[config.mk]
export PLATFORM = sky130hd
export DESIGN_NAME = jt12_op_sched_flat
export DESIGN_NICKNAME = d
export VERILOG_FILES = /design/src/rtl/jt12_op_sched_if.sv /design/src/rtl/jt12_op_sched.sv /design/src/flat_wrapper.sv
export SDC_FILE = /design/constraint.sdc
export NUM_CORES = 1
export LEC_CHECK = 0
export ABC_AREA = 1
export BUFFER_PORTS_ARGS = -buffer_cell sky130_fd_sc_hd__buf_2
export CORE_UTILIZATION = 56
export CTS_CLUSTER_DIAMETER = 60
export DETAILED_ROUTE_END_ITERATION = 8
export PLACE_DENSITY_LB_ADDON = 0.12
export SYNTH_ARGS = -nofsm -noshare
export SYNTH_HDL_FRONTEND = slang
export SYNTH_SLANG_ARGS = --single-unit
[constraint.sdc]
create_clock -name clk -period 3.4 [get_ports clk]
set_clock_uncertainty 0.15 [all_clocks]
set_input_delay 0.17 -clock clk [delete_from_list [all_inputs] [get_ports clk]]
set_output_delay 0.17 -clock clk [all_outputs]
set_load 0.01 [all_outputs]
[src/rtl/jt12_op_sched_if.sv]
// Bus between the register interface/operator datapath and the slot sequencer.
// The sequencer takes the slave side: it receives the config writes and drives the strobes and selects.
interface jt12_op_sched_if;
  logic       clk_en;
  logic       cfg_we;
  logic [2:0] cfg_ch;
  logic [2:0] cfg_alg;
  logic [2:0] cfg_fb;
  logic [4:0] slot;
  logic [2:0] cur_ch;
  logic       s1_enters;
  logic       s3_enters;
  logic       s2_enters;
  logic       s4_enters;
  logic       zero;
  logic       xuse_prevprev1;
  logic       xuse_prev2;
  logic       xuse_internal;
  logic       yuse_prev1;
  logic       yuse_prev2;
  logic       yuse_internal;
  logic [2:0] fb_II;

  modport slave (
    input  clk_en, cfg_we, cfg_ch, cfg_alg, cfg_fb,
    output slot, cur_ch, s1_enters, s3_enters, s2_enters, s4_enters, zero,
           xuse_prevprev1, xuse_prev2, xuse_internal,
           yuse_prev1, yuse_prev2, yuse_internal, fb_II
  );

  modport master (
    output clk_en, cfg_we, cfg_ch, cfg_alg, cfg_fb,
    input  slot, cur_ch, s1_enters, s3_enters, s2_enters, s4_enters, zero,
           xuse_prevprev1, xuse_prev2, xuse_internal,
           yuse_prev1, yuse_prev2, yuse_internal, fb_II
  );
endinterface

[src/rtl/jt12_op_sched.sv]
// FM operator slot sequencer: 24-slot cycle (6 channels x 4 operators), per-channel
// algorithm/feedback storage, operand-source selects and stage-II feedback level.
module jt12_op_sched #(
  parameter int NUM_CH = 6
) (
  input logic clk,
  input logic rst_n,
  jt12_op_sched_if.slave bus
);
  localparam int NUM_SLOTS = 4 * NUM_CH;

  logic [4:0] slot;
  logic [2:0] cur_ch;
  logic [2:0] alg_mem [NUM_CH];
  logic [2:0] fb_mem  [NUM_CH];
  logic [2:0] cur_alg;
  logic [2:0] cur_fb;
  logic [2:0] fb_II;
  logic [7:0] a_set;
  logic       s1, s3, s2, s4;
  logic       cfg_wr;

  always_ff @(posedge clk or negedge rst_n) begin
    if (!rst_n) begin
      slot <= '0;
    end else if (bus.clk_en) begin
      slot <= (slot == 5'(NUM_SLOTS - 1)) ? 5'd0 : slot + 5'd1;
    end
  end

  assign cur_ch = 3'(slot % 5'(NUM_CH));

  // Operators enter in the order S1, S3, S2, S4, one channel per slot within each group.
  assign s1 = (slot <  5'(NUM_CH));
  assign s3 = (slot >= 5'(NUM_CH))     && (slot < 5'(2 * NUM_CH));
  assign s2 = (slot >= 5'(2 * NUM_CH)) && (slot < 5'(3 * NUM_CH));
  assign s4 = (slot >= 5'(3 * NUM_CH));

  assign cfg_wr = bus.clk_en && bus.cfg_we && (bus.cfg_ch < 3'(NUM_CH));

  always_ff @(posedge clk or negedge rst_n) begin
    if (!rst_n) begin
      for (int i = 0; i < NUM_CH; i++) begin
        alg_mem[i] <= '0;
        fb_mem[i]  <= '0;
      end
    end else if (cfg_wr) begin
      alg_mem[bus.cfg_ch] <= bus.cfg_alg;
      fb_mem[bus.cfg_ch]  <= bus.cfg_fb;
    end
  end

  assign cur_alg = alg_mem[cur_ch];
  assign cur_fb  = fb_mem[cur_ch];

  // Feedback follows the operator into stage II, one advance behind the read.
  always_ff @(posedge clk or negedge rst_n) begin
    if (!rst_n) begin
      fb_II <= '0;
    end else if (bus.clk_en) begin
      fb_II <= cur_fb;
    end
  end

  assign a_set = 8'd1 << cur_alg;

  always_comb begin
    bus.slot           = slot;
    bus.cur_ch         = cur_ch;
    bus.s1_enters      = s1;
    bus.s3_enters      = s3;
    bus.s2_enters      = s2;
    bus.s4_enters      = s4;
    bus.zero           = (slot == 5'd0);
    bus.xuse_prevprev1 = s1 | (s3 & a_set[5]);
    bus.xuse_prev2     = (s3 & (a_set[0] | a_set[1] | a_set[2])) | (s4 & a_set[3]);
    bus.xuse_internal  = s4 & a_set[2];
    bus.yuse_prev1     = s1 | (s3 & a_set[1])
                       | (s2 & (a_set[0] | a_set[3] | a_set[4] | a_set[5] | a_set[6]))
                       | (s4 & (a_set[2] | a_set[5]));
    bus.yuse_prev2     = 1'b0;
    bus.yuse_internal  = s4 & (a_set[0] | a_set[1] | a_set[3] | a_set[4]);
    bus.fb_II          = fb_II;
  end
endmodule

[src/flat_wrapper.sv]
// flat-port wrapper written by rule: the top's interface ports become plain ports
module jt12_op_sched_flat 
#(
  parameter int NUM_CH = 6
)
  (clk, rst_n, bus_clk_en, bus_cfg_we, bus_cfg_ch, bus_cfg_alg, bus_cfg_fb, bus_slot, bus_cur_ch, bus_s1_enters, bus_s3_enters, bus_s2_enters, bus_s4_enters, bus_zero, bus_xuse_prevprev1, bus_xuse_prev2, bus_xuse_internal, bus_yuse_prev1, bus_yuse_prev2, bus_yuse_internal, bus_fb_II);
  jt12_op_sched_if bus_i ();
  input logic clk;
  input logic rst_n;
  input wire logic [$bits(bus_i.clk_en)-1:0] bus_clk_en;
  input wire logic [$bits(bus_i.cfg_we)-1:0] bus_cfg_we;
  input wire logic [$bits(bus_i.cfg_ch)-1:0] bus_cfg_ch;
  input wire logic [$bits(bus_i.cfg_alg)-1:0] bus_cfg_alg;
  input wire logic [$bits(bus_i.cfg_fb)-1:0] bus_cfg_fb;
  output wire logic [$bits(bus_i.slot)-1:0] bus_slot;
  output wire logic [$bits(bus_i.cur_ch)-1:0] bus_cur_ch;
  output wire logic [$bits(bus_i.s1_enters)-1:0] bus_s1_enters;
  output wire logic [$bits(bus_i.s3_enters)-1:0] bus_s3_enters;
  output wire logic [$bits(bus_i.s2_enters)-1:0] bus_s2_enters;
  output wire logic [$bits(bus_i.s4_enters)-1:0] bus_s4_enters;
  output wire logic [$bits(bus_i.zero)-1:0] bus_zero;
  output wire logic [$bits(bus_i.xuse_prevprev1)-1:0] bus_xuse_prevprev1;
  output wire logic [$bits(bus_i.xuse_prev2)-1:0] bus_xuse_prev2;
  output wire logic [$bits(bus_i.xuse_internal)-1:0] bus_xuse_internal;
  output wire logic [$bits(bus_i.yuse_prev1)-1:0] bus_yuse_prev1;
  output wire logic [$bits(bus_i.yuse_prev2)-1:0] bus_yuse_prev2;
  output wire logic [$bits(bus_i.yuse_internal)-1:0] bus_yuse_internal;
  output wire logic [$bits(bus_i.fb_II)-1:0] bus_fb_II;
  assign bus_i.clk_en = bus_clk_en;
  assign bus_i.cfg_we = bus_cfg_we;
  assign bus_i.cfg_ch = bus_cfg_ch;
  assign bus_i.cfg_alg = bus_cfg_alg;
  assign bus_i.cfg_fb = bus_cfg_fb;
  assign bus_slot = bus_i.slot;
  assign bus_cur_ch = bus_i.cur_ch;
  assign bus_s1_enters = bus_i.s1_enters;
  assign bus_s3_enters = bus_i.s3_enters;
  assign bus_s2_enters = bus_i.s2_enters;
  assign bus_s4_enters = bus_i.s4_enters;
  assign bus_zero = bus_i.zero;
  assign bus_xuse_prevprev1 = bus_i.xuse_prevprev1;
  assign bus_xuse_prev2 = bus_i.xuse_prev2;
  assign bus_xuse_internal = bus_i.xuse_internal;
  assign bus_yuse_prev1 = bus_i.yuse_prev1;
  assign bus_yuse_prev2 = bus_i.yuse_prev2;
  assign bus_yuse_internal = bus_i.yuse_internal;
  assign bus_fb_II = bus_i.fb_II;
  jt12_op_sched #(.NUM_CH(NUM_CH)) u_core (.clk(clk), .rst_n(rst_n), .bus(bus_i));
endmodule
==> flow_summary.ini <==
[clock_network]
cts.sinks = 44
clkTransAtPathRegs_ns = 0.09
numCtsBuffers = 5
clk_latency_ns = 0.30
root_buffer = clkbuf_8
htreeDepth = 2
cts_buffer_depth = 2
tritoncts = built

[routing]
routed_wl_um = 6160
routedWlPerCell_um = 14.4
firstDrtPassIters = 5
drtIter0Drc = 118
remaining_drc_errors = 0
ant_nets = 0
num_vias = 2345
viasPerCell = 5.47

[hold_path]
hold_depth = 3
hold_class = in -> reg
hp-start = bus_cfg_fb[2]

[timing]
timing.fmax_mhz = 298
setup_viol = 0
period_needed_ns = 3.36
max-slew-margin-rel_pct = 34.6
worst_pin_slew_ns = 0.981
rsz0062_at_grt = true
layout_setup_ws_ns = 0.0445
slew_viol_final = 0
hold_viol_final = 0
finalCritPeriodShare_pct = 98.7

[setup_path]
cp-start-kind = flip-flop
cp-end-kind = output port
path_buf_inv = 6
crit_slowest_cell = dfrtp_1
cp.arrival_ns = 3.04
r2r_cells = 22
cpMostUsedCell = nand2_4
r2r-start = u_core.bus.slot[4]
cp_max_fo = 7
path_delay_family = simple AND/OR/NAND/NOR gates
cp.required_ns = 3.08
cpPeakStageDelay_ns = 0.40
worstSetupPathType = reg -> out
cp-startpoint = u_core.bus.slot[4]
path_cells = inv_2 > nand2_2 > inv_2 > nand2_2 > ha_4 > nand2_4 > nand2_4 > nand2_4 > inv_4 > ha_4 > inv_2 > nand2_2 > inv_2 > nand2_4 > nor2_8 > nand2_4 > nand2_4 > nand2_8 > nor2_8 > nand2_4 > nand2_4 > nand2_2 > o31ai_2 > buf_2
crit_cells = 24

[yosys]
synth.avg_cell_area_um2 = 7.66
ys_seq_area_share_pct = 43.3
synthCells = 332
synth-seq-cells = 44
synth_cell_types = 28
syn_area_um2 = 2540
syn_nets = 350
yosysWarningCount = 0

[floorplanning]
num_rows = 24
die_x_um = 69.4
die_area_um2 = 4810
ios = 35
core_area_um2 = 4350
initial_core_util_pct = 58.4
fp.dieH_um = 69.4

[global_routing]
overflow = 0
gr-usage-all-layers_pct = 26.3
grt_pass1_wl_um = 10100
grt_pass1_vias = 2188
grt_max_degree = 45
antenna_found_initial = 0

[cells_and_area]
drive_above_1_share_pct = 28.9
layout_commonest_cell = nand2_1
layout_common_cells = nand2_1 (83), o21ai_0 (46), dfrtp_1 (43)
synthToLayoutAreaGrowth_pct = 21.8
antenna_cells = 0
nNetsFinal = 394

[placement]
io_buffers = 33
gp_congestion = 0.917
dp_hpwl_um = 4090
place_ws_ns = 0.110

[job]
max_cap_viol_count = 0

[run_status]
status = complete, no violations
==> tightest hold or removal path, stage by stage <==
cell	delay (ns)
buf_2	0.07
inv_1	0.07
o21ai_0	0.15
==> layer usage <==
layer	part of all wire (%)	GRT usage [%]	wire length, um
met5	0	0	0
met4	1.9	9.30	115
met3	4.2	4.51	256
met2	48	44.2	2980
met1	46	34.3	2810
==> repair_timing <==
| item | 4_1_cts | 5_1_grt |
|---|---|---|
| hold buffers | 1 | 0 |
| gates resized for setup | 7 | 34 |
| endpoints found under the setup margin | 5 | 5 |
| setup buffers | 6 | 5 |
| endpoints found under the hold margin | 44 | 0 |
| pin swaps | 5 | 17 |
==> metrics by stage <==
stage          setup TNS, ns  cell area, um^2  cells  util, %  hold slack, ns
2_1_floorplan              0             2540    332        -          -0.276
3_3_place_gp               0             2750    409     63.2           0.223
3_5_place_dp               0             2750    409     63.2           0.224
4_1_cts                    0             2920    424     67.1          0.0556
5_1_grt               -0.212             3100    429     71.1          0.0790
6_report                   0             3100    429     71.1          0.0568
==> cells by family after synthesis <==
family / synth area share (%)
multiplexers: 1.18
adder cells (fa/ha/maj): 2.46
flip-flops: 43.3
XOR/XNOR: 0.345
AO/OA/AOI/OAI: 12.7
buffers and inverters: 7.09
other: 0.147
AND/OR/NAND/NOR: 32.8
==> cell usage after synthesis <==
library cell / instances / share of area [%]
a21oi_1: 4 / 0.79
a31oi_1: 4 / 0.98
buf_1: 1 / 0.15
buf_4: 3 / 0.89
clkbuf_1: 9 / 1.3
conb_1: 1 / 0.15
dfrtp_1: 44 / 43
ha_1: 5 / 2.5
inv_1: 29 / 4.3
inv_2: 3 / 0.44
mux2i_1: 3 / 1.2
nand2_1: 95 / 14
nand2_2: 8 / 2.0
nand2_4: 5 / 2.2
nand3_1: 22 / 4.3
nand3_2: 5 / 2.0
nand3b_1: 1 / 0.30
nand4_1: 6 / 1.5
nand4_2: 1 / 0.49
nor2_1: 25 / 3.7
nor2_8: 2 / 1.6
o211ai_1: 3 / 0.89
o21a_1: 1 / 0.30
o21ai_0: 46 / 9.1
o21ai_1: 1 / 0.20
o31ai_2: 1 / 0.49
or2_2: 3 / 0.74
xor2_1: 1 / 0.34
==> state kept, by name, summed over array words and instances (netlist names) <==
| signal | count |
|---|---|
| u_core.bus.fb_II | 3 |
| u_core.fb_mem | 18 |
| u_core.alg_mem | 18 |
| u_core.bus.slot | 5 |
==> path summary, 6_finish.rpt <==
| path | slack [ns] | to |
|---|---|---|
| worst max register to register | 0.68 | u_core.bus.fb_II[0] |
| min in group asynchronous | 0.40 | u_core.bus.slot[2] |
| max in group asynchronous | 2.04 | u_core.bus.slot[3] |
| worst min register to register | 0.34 | u_core.alg_mem[6] |
| worst min-delay path | 0.06 | u_core.fb_mem[5] |
| worst max-delay path | 0.04 | bus_xuse_prevprev1 |
==> cell type report <==
class | instances | area [um^2]
Multi-Input combinational cell | 243 | 1410
Fill cell | 357 | 1260
Sequential cell | 44 | 1100
Timing Repair Buffer | 50 | 302
Inverter | 32 | 123
Clock buffer | 5 | 68.8
Tap cell | 52 | 65.1
Clock inverter | 3 | 23.8
Power is not shown: default switching activity piles up to over one toggle a cycle in this logic, so the estimate is an artifact.
